$ cat config.mk
export PLATFORM = sky130hd
export DESIGN_NAME = osc_freq_meter
export DESIGN_NICKNAME = d
export VERILOG_FILES = /design/src/rtl/nb_clk_pkg.sv /design/src/rtl/osc_edge_sync.sv /design/src/rtl/osc_freq_meter.sv
export SDC_FILE = /design/constraint.sdc
export NUM_CORES = 1
export LEC_CHECK = 0
export BUFFER_PORTS_ARGS = -buffer_cell sky130_fd_sc_hd__buf_2
export CAP_MARGIN = 20
export CORE_ASPECT_RATIO = 1.2
export CORE_MARGIN = 5
export CORE_UTILIZATION = 60
export CTS_CLUSTER_DIAMETER = 120
export DETAILED_ROUTE_END_ITERATION = 16
export GPL_ROUTABILITY_DRIVEN = 1
export GPL_TIMING_DRIVEN = 1
export HOLD_SLACK_MARGIN = 0.06
export PLACE_DENSITY_LB_ADDON = 0.12
export SYNTH_ARGS = -nofsm -noshare
export SYNTH_HDL_FRONTEND = slang
export SYNTH_SLANG_ARGS = --single-unit
$ cat constraint.sdc
create_clock -name clk -period 2.9 [get_ports clk]
set_input_delay 0.58 -clock clk [delete_from_list [all_inputs] [get_ports clk]]
set_output_delay 0.58 -clock clk [all_outputs]
set_load 0.005 [all_outputs]
$ cat src/rtl/nb_clk_pkg.sv
// Shared types and constants for the on-chip oscillator frequency meter.
package nb_clk_pkg;

  typedef enum logic [1:0] {
    WARMUP  = 2'd0,
    IDLE    = 2'd1,
    MEASURE = 2'd2
  } state_e;

  localparam int unsigned SYS_CLK_HZ      = 27_000_000;
  localparam int unsigned OSC_NOM_HZ      = 11_363_636;
  localparam int unsigned DEF_GATE_CYCLES = 27_000;
  localparam int unsigned DEF_CNT_W       = 16;
  localparam int unsigned DEF_LO_LIMIT    = 10_800;
  localparam int unsigned DEF_HI_LIMIT    = 11_900;

  // Bits needed to hold 0..v-1; never less than 1.
  function automatic int unsigned clog2(input int unsigned v);
    int unsigned r;
    r = 0;
    for (int unsigned i = 0; i < 32; i++) begin
      if ((64'd1 << i) < 64'(v)) r = i + 1;
    end
    return (r == 0) ? 1 : r;
  endfunction

endpackage

$ cat src/rtl/osc_edge_sync.sv
// Two-flop synchronizer for the free-running oscillator plus a rising-edge
// detector on the synchronized signal.
module osc_edge_sync (
  input  logic clk,
  input  logic rst,
  input  logic oscin,
  output logic edge_o
);

  logic s1_q, s2_q, s3_q;

  always_ff @(posedge clk or posedge rst) begin
    if (rst) begin
      s1_q <= 1'b0;
      s2_q <= 1'b0;
      s3_q <= 1'b0;
    end else begin
      s1_q <= oscin;
      s2_q <= s1_q;
      s3_q <= s2_q;
    end
  end

  assign edge_o = s2_q & ~s3_q;

endmodule

$ cat src/rtl/osc_freq_meter.sv
// Counts oscillator rising edges inside a fixed window of clk cycles and
// reports the count with range and saturation flags.
module osc_freq_meter
  import nb_clk_pkg::*;
#(
  parameter int unsigned GATE_CYCLES = DEF_GATE_CYCLES,
  parameter int unsigned CNT_W       = DEF_CNT_W,
  parameter int unsigned LO_LIMIT    = DEF_LO_LIMIT,
  parameter int unsigned HI_LIMIT    = DEF_HI_LIMIT,
  parameter bit          CONTINUOUS  = 1'b0
) (
  input  logic             clk,
  input  logic             rst,
  input  logic             oscin,
  input  logic             start,
  output logic             busy,
  output logic             done,
  output logic [CNT_W-1:0] count,
  output logic             in_range,
  output logic             overflow
);

  localparam int unsigned        GATE_W    = clog2(GATE_CYCLES);
  localparam logic [GATE_W-1:0]  GATE_LAST = GATE_W'(GATE_CYCLES - 1);
  localparam logic [CNT_W-1:0]   LO_C      = CNT_W'(LO_LIMIT);
  localparam logic [CNT_W-1:0]   HI_C      = CNT_W'(HI_LIMIT);

  state_e            state_q;
  logic [1:0]        warm_q;
  logic [GATE_W-1:0] gate_q;
  logic [CNT_W-1:0]  cnt_q;
  logic              ovf_acc_q;
  logic              busy_q, done_q, in_range_q, overflow_q;
  logic [CNT_W-1:0]  count_q;

  logic              osc_edge;
  logic [CNT_W-1:0]  cnt_d;
  logic              ovf_d;
  logic              in_range_d;

  osc_edge_sync u_sync (
    .clk    (clk),
    .rst    (rst),
    .oscin  (oscin),
    .edge_o (osc_edge)
  );

  // Saturating edge count including the current cycle, and its verdict.
  always_comb begin
    cnt_d      = cnt_q;
    ovf_d      = ovf_acc_q;
    in_range_d = 1'b0;
    if (osc_edge) begin
      if (&cnt_q) ovf_d = 1'b1;
      else        cnt_d = cnt_q + CNT_W'(1);
    end
    in_range_d = (cnt_d >= LO_C) && (cnt_d <= HI_C) && !ovf_d;
  end

  always_ff @(posedge clk or posedge rst) begin
    if (rst) begin
      state_q    <= WARMUP;
      warm_q     <= 2'd0;
      gate_q     <= '0;
      cnt_q      <= '0;
      ovf_acc_q  <= 1'b0;
      busy_q     <= 1'b0;
      done_q     <= 1'b0;
      count_q    <= '0;
      in_range_q <= 1'b0;
      overflow_q <= 1'b0;
    end else begin
      done_q <= 1'b0;
      case (state_q)
        // Lets the synchronizer settle so a high oscin is not seen as an edge.
        WARMUP: begin
          warm_q <= warm_q + 2'd1;
          if (warm_q == 2'd2) state_q <= IDLE;
        end
        IDLE: begin
          gate_q    <= '0;
          cnt_q     <= '0;
          ovf_acc_q <= 1'b0;
          if (start || CONTINUOUS) begin
            state_q <= MEASURE;
            busy_q  <= 1'b1;
          end
        end
        MEASURE: begin
          if (gate_q == GATE_LAST) begin
            count_q    <= cnt_d;
            overflow_q <= ovf_d;
            in_range_q <= in_range_d;
            done_q     <= 1'b1;
            gate_q     <= '0;
            cnt_q      <= '0;
            ovf_acc_q  <= 1'b0;
            if (!CONTINUOUS) begin
              state_q <= IDLE;
              busy_q  <= 1'b0;
            end
          end else begin
            gate_q    <= gate_q + GATE_W'(1);
            cnt_q     <= cnt_d;
            ovf_acc_q <= ovf_d;
          end
        end
        default: state_q <= WARMUP;
      endcase
    end
  end

  assign busy     = busy_q;
  assign done     = done_q;
  assign count    = count_q;
  assign in_range = in_range_q;
  assign overflow = overflow_q;

endmodule

==> results of run 1 <==
[per-layer routing]
layer  wire (um)  GRT usage  vias to the layer above
met2        3430      0.371                       79
met5           0          0                        -
li1            -          -                     1267
met3         349     0.0595                       17
met1        3080      0.274                     1229
met4         139     0.0906                        0
[cell usage in the layout (no fill, tap or decap), types with 4 or more instances in the layout]
cell type  Yosys  final
a21oi_1       18     18
o2bb2ai_1      8      8
nor2_1        34     34
o31ai_1        4      4
xnor2_1       11     11
dfrtp_1       59     59
ha_1           6      6
buf_2          4     23
inv_1         15     14
and3_1         7      7
nand2_1       40     40
buf_4          4     10
clkbuf_8       0     11
nand3_1       11     11
o21ai_0       30     30
xor2_1         5      5
nand4_1        8      8
mux2i_1        4      4
nor3_1        10     10
[sequential cells by signal (all words and copies together) (netlist names), 2 cells and up]
signal and cells:
warm_q 2, count 16, gate_q 15, state_q 2, cnt_q 16
[worst min path at each step]
| stage | startpoint | end | slack, ns | depth (start not counted) |
|---|---|---|---|---|
| 6_report | rst | ovf_acc_q$_DFFE_PP0P_ | 0.30 | 2 |
| 3_3_place_gp | u_sync.s1_q$_DFF_PP0_ | u_sync.s2_q$_DFF_PP0_ | 0.33 | 0 |
| 5_1_grt | rst | gate_q[12]$_DFFE_PP0P_ | 0.33 | 2 |
| 2_1_floorplan | u_sync.s1_q$_DFF_PP0_ | u_sync.s2_q$_DFF_PP0_ | 0.33 | 0 |
| 4_1_cts | rst | gate_q[12]$_DFFE_PP0P_ | 0.31 | 2 |
| 3_5_place_dp | u_sync.s1_q$_DFF_PP0_ | u_sync.s2_q$_DFF_PP0_ | 0.33 | 0 |
[area by class of cell]
class	instances	area, um^2	area share
tap	62	77.6	0.0221
clock buffer	14	163	0.0464
clock inverter	2	10.0	0.00285
multi-input combinational	250	1530	0.436
inverter	16	60.1	0.0171
sequential	59	1480	0.421
timing repair buffer	33	190	0.0542
[power by group through the flow]
stage	clock network (mW)	registers [mW]	logic [mW]
after floorplan	0	0.906	0.429
after global placement	0	0.917	0.583
after detailed placement	0	0.921	0.598
after CTS	0.673	0.906	0.600
after global routing	0.709	0.913	0.668
final	0.661	0.907	0.601
[cell families (layout without fill, tap and decap cells)]
logic type	Yosys count	count (layout)	share of synthesized area
AND/OR/NAND/NOR	139	139	0.230
multiplexers	7	7	0.0234
XOR/XNOR	16	16	0.0444
buffers and inverters	34	65	0.0472
flip-flops	59	59	0.468
adder cells (fa/ha/maj)	6	6	0.0238
AO/OA/AOI/OAI	82	82	0.164
[worst max-delay path, stage by stage, from the launching register on]
cell and delay [ns]:
dfrtp_1 0.50, ha_1 0.30, nand3_2 0.16, or4_4 0.55
o21ai_2 0.30, nor2_1 0.07, a211oi_1 0.27, a31o_1 0.19
o31ai_2 0.07
==> summary.md, run 1 <==
| Metric | Value |
|---|---|
| Final Non-Filler Cells | around 440 |
| Layout cells sized above 1 | 0.168 |
| # setup viols final | 0 |
| Via count | ~2600 |
| Clk pwr share | 0.305 |
| Hold Fails Final Rpt | 0 |
| Antenna diodes | 0 |
| Num ports | 24 |
| Largest net degree at the start of global routing | 36 |
| Number of fill cells | about 450 |
| Max-slew headroom | 0.543 |
| Status | completed |
| # resized after CTS | 0 |
| Register clock-pin slew on the reported worst setup and hold paths | around 0.07 ns |
| Hold Path Class | in2async |
| Startpoint types | register |
| CTS tree | done |
| Total power | 2.17 mW |
| Vias per inst | slightly below 6 |
| DRC Markers | 0 |
| Wire length of the first global-routing pass | approximately 12000 um |
| Crit end category | register |
| Int Power | approximately 1.4 mW |
| Deepest clock path buffer count | 2 |
| WP data arrival | 2.76 ns |
| Worst skew pair latency | roughly 0.34 ns |
| Max-slew violation count | 0 |
| Syn Area/Cell | about 9.2 um^2 |
| Die Y | a little under 90 um |
| Clock sinks | 59 |
| Synth cell types | 57 |
| Total gr overflow | 0 |
| Final core utilization | 0.676 |
| DRT Pass-1 Iters | 5 |
| Initial Utilization | 0.608 |
| R2r setup slk | around 0.35 ns |
| Final Net Count | 379 |
| Reg power frac | 0.418 |
| IO Port Bufs | 23 |
| Die ar. | 6820 um^2 |
| Top post-synthesis cells by area | dfrtp_1, nand2_1, o21ai_0 |
| Drt total wl | 7000 um |
| Worst reg-to-reg path cell count | 8 |
| Worst Tran Pin Value | a little under 0.7 ns |
| CTS buffer count | 9 |
| Vias in the first global route | roughly 2600 |
| Root buffer cell | clkbuf_8 |
| GRT Util Overall | 0.221 |
| Initial DRC Count | 166 |
| Area share of the largest cell type after synthesis | 0.468 |
| Reg2reg start | cnt_q[0]$_DFFE_PP0P_ |
| Max-Cap Viols | 0 |
| Antenna Nets Post-Route | 0 |
| Unrepaired setup endpoints after global routing | no |
| H-tree Lvls | 3 |
| Crit path max fanout | 9 |
| Tmin final | approximately 2.5 ns |
| Asr flop ratio synth | 1.00 |
| Switching Power | ~0.76 mW |
| Per-cell routed wire length | 16.1 um |
| Synth warn | 0 |
| Leak | between 1.5 and 2 nW |
| Worst R2R End | in_range$_DFFE_PP0P_ |
| Final period util | 0.879 |
| Hold Slack | approximately 0.30 ns |
| Syn nets | roughly 350 |
| Hold buffer count at cts | 0 |
| Initial antenna violation count | 0 |
| Core box area | approximately 5200 um^2 |
| Synth Register Bits | 59 |
| Most numerous cell in the Yosys netlist | dfrtp_1 |
| Worst EP required | between 3 and 4 ns |
| Top_reg_cell synth | dfrtp_1 |
| Synth top cells by count | dfrtp_1, nand2_1, nor2_1 |
| Inst Count DP | between 400 and 500 |
| Setup crit end | in_range$_DFFE_PP0P_ |
| Layout area overhead | 11.1% |
| Final instance area | approximately 3500 um^2 |
| Switching share of power | 0.349 |
| Cell Area, Placed | between 3000 and 4000 um^2 |
| Die width | roughly 76 um |
| PwrDens | ~620 nW/um^2 |
| DP HPWL | between 5000 and 6000 um |
| GP Congestion | around 0.9 |
| Post-layout worst setup margin | around 0.35 ns |
| Combinational power share | 0.277 |
| Peak Freq | ~390 MHz |
| Setup TNS Final | 0 ns |
| Postcts setup bufs | 0 |
| Post-Synthesis Cells | ~340 |
| Critical path class | reg2reg |
| DP Worst Slack | about 0.4 ns |
| Synth area leader | dfrtp_1 |
| Post-synth EDFFs | 0 |
| Site Rows | 29 |
| VDD IR max | slightly above 600 uV |
| Mapped cell area | between 3000 and 4000 um^2 |
| Worst Skew | around 0.012 ns |
| Register area share after synthesis | 0.468 |
| Crit path from | cnt_q[0]$_DFFE_PP0P_ |
Power figures use the tool's default switching activity.
==> inputs of run 2 (changes only) <==
- CORE_ASPECT_RATIO: 1.2 -> default
- HOLD_SLACK_MARGIN: 0.06 -> 0.15
==> run 2 against run 1 <==
Sequential power hardly changed. Clock skew fell by 0.0052 ns. Via count decreased by 2.6%. Sequential share of layout area rose by 0.39 points. Highest routed layer unchanged. Utilization up 0.44 points. Die area is essentially flat. Critical path type unchanged. First-iteration DRC count increased by 46%. Combinational power is 4.0% lower.
==> summary.md, run 2 (synthesis gave the netlist of run 1 again) <==
| Metric | Value |
|---|---|
| Status | completed (unchanged) |
| Number of fill cells | 426 (was 448) |
| Peak Freq | 375 MHz (was 392 MHz) |
| Setup TNS Final | 0 ns (unchanged) |
| Crit path max fanout | 11 (was 9) |
| Hold Path Class | in2reg (was in2async) |
| Final Net Count | 375 (was 379) |
| H-tree Lvls | 3 (unchanged) |
| Postcts setup bufs | 0 (unchanged) |
| CP cell instances | ha_1, nand3_2, or4_4, o211a_1, o21ai_2, nor3_1, a31o_1, o31ai_2 (was ha_1, nand3_2, or4_4, o21ai_2, nor2_1, a211oi_1, a31o_1, o31ai_2) |
| Leak | 1.54 nW (was 1.57 nW) |
| Critical path class | reg2reg (unchanged) |
| Core box area | 5110 um^2 (was 5190 um^2) |
| Clock sinks | 59 (unchanged) |
| Vias per inst | 5.75 (was 5.94) |
| CTS tree | done (unchanged) |
| GP Congestion | 0.963 (was 0.913) |
| DP HPWL | 4560 um (was 5020 um) |
| WP data arrival | 2.91 ns (was 2.76 ns) |
| Worst skew pair latency | 0.33 ns (was 0.34 ns) |
| Largest net degree at the start of global routing | 60 (was 36) |
| Initial Utilization | 0.618 (was 0.608) |
| Max-slew violation count | 0 (unchanged) |
| CP max stage delay | 0.56 ns (was 0.55 ns) |
| Total gr overflow | 0 (unchanged) |
| Final instance area | 3470 um^2 (was 3510 um^2) |
| Most common cell after layout, fill and taps aside | dfrtp_1 (unchanged) |
| Post-layout worst setup margin | 0.234 ns (was 0.351 ns) |
| Final core utilization | 0.680 (was 0.676) |
| DP Worst Slack | 0.275 ns (was 0.398 ns) |
| Site Rows | 26 (was 29) |
| Via count | 2525 (was 2592) |
| Worst Tran Pin Value | 0.715 ns (was 0.683 ns) |
| Crit end category | register (unchanged) |
| Startpoint types | register (unchanged) |
| Final Non-Filler Cells | 439 (was 436) |
| Commonest non-fill, non-tap cells in the layout | dfrtp_1, nand2_1, nor2_1, o21ai_0, buf_2 (unchanged) |
| FF+latch area | 1480 um^2 (unchanged) |
| Max-slew headroom | 0.523 (was 0.543) |
| Per-cell routed wire length | 15.1 um (was 16.1 um) |
| Hold Fails Final Rpt | 0 (unchanged) |
| Antenna Nets Post-Route | 0 (unchanged) |
| Root buffer cell | clkbuf_8 (unchanged) |
| Initial antenna violation count | 0 (unchanged) |
| Worst EP required | 3.14 ns (was 3.11 ns) |
| Max-Cap Viols | 0 (unchanged) |
| DRC Markers | 0 (unchanged) |
| # setup viols final | 0 (unchanged) |
| Die ar. | 6810 um^2 (was 6820 um^2) |
| Antenna diodes | 0 (unchanged) |
| Hold Slack | 0.352 ns (was 0.295 ns) |
| DRT Pass-1 Iters | 4 (was 5) |
| Register clock-pin slew on the reported worst setup and hold paths | 0.06 ns (was 0.07 ns) |
| VDD IR max | 498 uV (was 616 uV) |
| Wire length of the first global-routing pass | 11300 um (was 12100 um) |
| Drt total wl | 6620 um (was 7000 um) |
| Cell Area, Placed | 3310 um^2 (was 3330 um^2) |
| Deepest clock path buffer count | 2 (unchanged) |
| Initial DRC Count | 243 (was 166) |
| Tmin final | 2.67 ns (was 2.55 ns) |
| PwrDens | 606 nW/um^2 (was 618 nW/um^2) |
| Worst Skew | 0.00727 ns (was 0.0125 ns) |
| Total power | 2.11 mW (was 2.17 mW) |
| Final period util | 0.919 (was 0.879) |
| # resized after CTS | 0 (unchanged) |
| Hold buffer count at cts | 0 (unchanged) |
| IO Port Bufs | 23 (unchanged) |
| Die width | 82.5 um (was 76.2 um) |
| Area occupied by multi-input gates | 1530 um^2 (unchanged) |
| Slowest stage cell, crit path | or4_4 (unchanged) |
| Num ports | 24 (unchanged) |
| Layout cells sized above 1 | 0.160 (was 0.168) |
| Unrepaired setup endpoints after global routing | no (unchanged) |
| Layout area overhead | 10.1% (was 11.1%) |
| GRT Util Overall | 0.220 (was 0.221) |
| Vias in the first global route | 2397 (was 2552) |
| Inst Count DP | 424 (was 420) |
| Die Y | 82.5 um (was 89.4 um) |
| CTS buffer count | 9 (unchanged) |
[run 2: cell types whose count changed in the layout (fill, tap and decap cells not counted), sizes merged]
cell and delta:
buf -4, clkbuf -2, clkinv +1
[run 2: layer usage]
metal  vias to the layer above  wire [um]  GRT usage
met5                         -          0          0
met3                        19        342     0.0488
met1                      1171       3060      0.288
met4                         0        161      0.109
li1                       1264          -          -
met2                        71       3060      0.344
[run 2: area by class of cell]
cell class	instances	share of cell area
multi-input combinational	250	0.440
sequential	59	0.425
timing repair buffer	29	0.0461
clock buffer	12	0.0418
tap	70	0.0252
inverter	16	0.0173
clock inverter	3	0.00432
[run 2: worst max-delay path, delay by kind of cell (launching register included)]
family          cells  cell delay [ns]
flops               1             0.51
fa+ha+maj           1             0.43
simple gates        3             0.80
compound gates      4             0.85
[run 2: final timing paths]
kind                                       start               endpoint  slack [ns]  cells past startpoint
hold reg to reg            u_sync.s1_q$_DFF_PP0_  u_sync.s2_q$_DFF_PP0_        0.37                      0
hold / removal                             oscin  u_sync.s1_q$_DFF_PP0_        0.35                      1
max in group asynchronous                    rst  gate_q[1]$_DFFE_PP0P_        1.98                      3
min in group asynchronous                    rst  cnt_q[14]$_DFFE_PP0P_        0.45                      3
setup reg to reg            cnt_q[0]$_DFFE_PP0P_   in_range$_DFFE_PP0P_        0.23                      8
setup / recovery            cnt_q[0]$_DFFE_PP0P_   in_range$_DFFE_PP0P_        0.23                      8
[run 2: where the power goes]
group	internal, mW	switching, mW	leakage [nW]
clock	0.324	0.297	0.0860
combinational	0.181	0.397	0.653
sequential	0.868	0.0393	0.803
==> inputs of run 3 (changes only) <==
- CORE_UTILIZATION: 60 -> 62
- CTS_CLUSTER_DIAMETER: 120 -> 80
- clock period: 2.9 -> 3.4 ns (I/O delays scaled with it)
==> run 3 against run 2 <==
Register-to-register slack gained 0.47 ns. Hold slack gained 0.0012 ns. First-iteration DRC count grew 13%. Sequential share of layout area shrank 0.54 points. Via count shrank 1.1%. Utilization grew 2.2 points. Clock power grew 15%. Fmax shrank 1.2%. Routed wire length shrank 4.1%. Global-route usage grew 0.29 points. Count of clock-buffer cells in the layout is the same.
==> summary.md, run 3 (synthesis gave the netlist of run 1 again) <==
| Metric | Value |
|---|---|
| Die Y | 81.3 um (was 82.5 um) |
| Largest net degree at the start of global routing | 37 (was 60) |
| Cell Area, Placed | 3290 um^2 (was 3310 um^2) |
| Worst Tran Pin Value | 0.661 ns (was 0.715 ns) |
| Max-Cap Viols | 0 (unchanged) |
| Per-cell routed wire length | 14.5 um (was 15.1 um) |
| Final core utilization | 0.703 (was 0.680) |
| Postcts setup bufs | 0 (unchanged) |
| Vias per inst | 5.71 (was 5.75) |
| Worst Skew | 0.00809 ns (was 0.00727 ns) |
| Int Power | 1.33 mW (was 1.37 mW) |
| Reg power frac | 0.395 (was 0.431) |
| Commonest non-fill, non-tap cells in the layout | dfrtp_1, nand2_1, nor2_1, o21ai_0, buf_2 (unchanged) |
| VDD IR max | 697 uV (was 498 uV) |
| Leak | 1.56 nW (was 1.54 nW) |
| Switching share of power | 0.323 (was 0.348) |
| Post-layout worst setup margin | 0.700 ns (was 0.234 ns) |
| Site Rows | 26 (unchanged) |
| CTS buffer count | 9 (unchanged) |
| Critical path class | reg2reg (unchanged) |
| CP max stage delay | 0.56 ns (about the same) |
| WP data arrival | 2.95 ns (was 2.91 ns) |
| Peak Freq | 370 MHz (was 375 MHz) |
| Hold buffer count at cts | 0 (unchanged) |
| CTS tree | done (unchanged) |
| Final Net Count | 372 (was 375) |
| DRC Markers | 0 (unchanged) |
| DP Worst Slack | 0.759 ns (was 0.275 ns) |
| Register clock-pin slew on the reported worst setup and hold paths | 0.06 ns (about the same) |
| Root buffer cell | clkbuf_8 (unchanged) |
| Final instance area | 3520 um^2 (was 3470 um^2) |
| Crit path max fanout | 11 (unchanged) |
| CP cell instances | ha_1, nand3_2, or4_4, o211a_1, o21ai_2, nor3_1, a31o_1, o31ai_2 (unchanged) |
| Hold Fails Final Rpt | 0 (unchanged) |
| Unrepaired setup endpoints after global routing | no (unchanged) |
| Antenna diodes | 0 (unchanged) |
| Slowest stage cell, crit path | or4_4 (unchanged) |
| H-tree Lvls | 3 (unchanged) |
| Initial DRC Count | 275 (was 243) |
| Initial antenna violation count | 0 (unchanged) |
| # setup viols final | 0 (unchanged) |
| Via count | 2496 (was 2525) |
| Most common cell after layout, fill and taps aside | dfrtp_1 (unchanged) |
| Vias in the first global route | 2458 (was 2397) |
| PwrDens | 557 nW/um^2 (was 606 nW/um^2) |
| Die width | 81.3 um (was 82.5 um) |
| Final period util | 0.794 (was 0.919) |
| Initial Utilization | 0.630 (was 0.618) |
| Crit end category | register (unchanged) |
| GRT Util Overall | 0.223 (was 0.220) |
| Total gr overflow | 0 (unchanged) |
| # resized after CTS | 0 (unchanged) |
| Layout area overhead | 11.5% (was 10.1%) |
| Clock sinks | 59 (unchanged) |
| DRT Pass-1 Iters | 4 (unchanged) |
| GP Congestion | 0.934 (was 0.963) |
| Worst EP required | 3.65 ns (was 3.14 ns) |
| Combinational power share | 0.240 (was 0.274) |
| Deepest clock path buffer count | 2 (unchanged) |
| Antenna Nets Post-Route | 0 (unchanged) |
| Max-slew headroom | 0.559 (was 0.523) |
| Hold Path Class | reg2reg (was in2reg) |
| Status | completed (unchanged) |
| Drt total wl | 6350 um (was 6620 um) |
| Tmin final | 2.70 ns (was 2.67 ns) |
| Die ar. | 6620 um^2 (was 6810 um^2) |
| Max-slew violation count | 0 (unchanged) |
| Layout cells sized above 1 | 0.158 (was 0.160) |
| Wire length of the first global-routing pass | 11200 um (was 11300 um) |
| DP HPWL | 4470 um (was 4560 um) |
| IO Port Bufs | 23 (unchanged) |
| Startpoint types | register (unchanged) |
| Clk pwr share | 0.365 (was 0.295) |
| Core box area | 5010 um^2 (was 5110 um^2) |
| Setup TNS Final | 0 ns (unchanged) |
| Hold Slack | 0.353 ns (was 0.352 ns) |
| Num ports | 24 (unchanged) |
| Switching Power | 0.633 mW (was 0.733 mW) |
| Worst skew pair latency | 0.34 ns (was 0.33 ns) |
-- run 3: critical path, delay by kind of cell, from the launching register on --
family	cells	cell delay, ns
compound gates	4	0.85
fa+ha+maj	1	0.44
flops	1	0.50
simple gates	3	0.81
-- run 3: final cells by class --
cell class,count,area [um^2]
well taps,70,87.6
fillers,404,1490
flip-flops and latches,59,1480
clock inverters,4,72.6
repair buffers,26,138
inverters,16,60.1
multi-input cells,250,1530
clock buffers,12,155
-- run 3: power by group through the flow --
stage          Clock (mW)  Sequential, mW  Combinational (mW)
3_5_place_dp            0           0.786               0.464
5_1_grt             0.765           0.778               0.540
2_1_floorplan           0           0.773               0.366
6_report            0.716           0.773               0.471
3_3_place_gp            0           0.783               0.456
4_1_cts             0.734           0.773               0.473
-- run 3: through the flow --
stage	std cells	total power [mW]
5_1_grt	437	2.08
3_3_place_gp	421	1.24
4_1_cts	437	1.98
6_report	437	1.96
2_1_floorplan	343	1.14
3_5_place_dp	421	1.25
-- run 3: metal layers --
layer  wire length (um)  global-route usage  share of wire
met2               2960               0.363           0.47
met4                180               0.106          0.028
met3                300              0.0432          0.047
met1               2910               0.284           0.46
met5                  0                   0              0
-- run 3: final timing paths --
kind                                       start                    end  slack [ns]  cells past startpoint
min                        u_sync.s1_q$_DFF_PP0_  u_sync.s2_q$_DFF_PP0_        0.35                      0
max                         cnt_q[0]$_DFFE_PP0P_   in_range$_DFFE_PP0P_        0.70                      8
min reg2reg                u_sync.s1_q$_DFF_PP0_  u_sync.s2_q$_DFF_PP0_        0.35                      0
max in group asynchronous                    rst  gate_q[7]$_DFFE_PP0P_        2.21                      3
max reg2reg                 cnt_q[0]$_DFFE_PP0P_   in_range$_DFFE_PP0P_        0.70                      8
min in group asynchronous                    rst   cnt_q[7]$_DFFE_PP0P_        0.38                      2
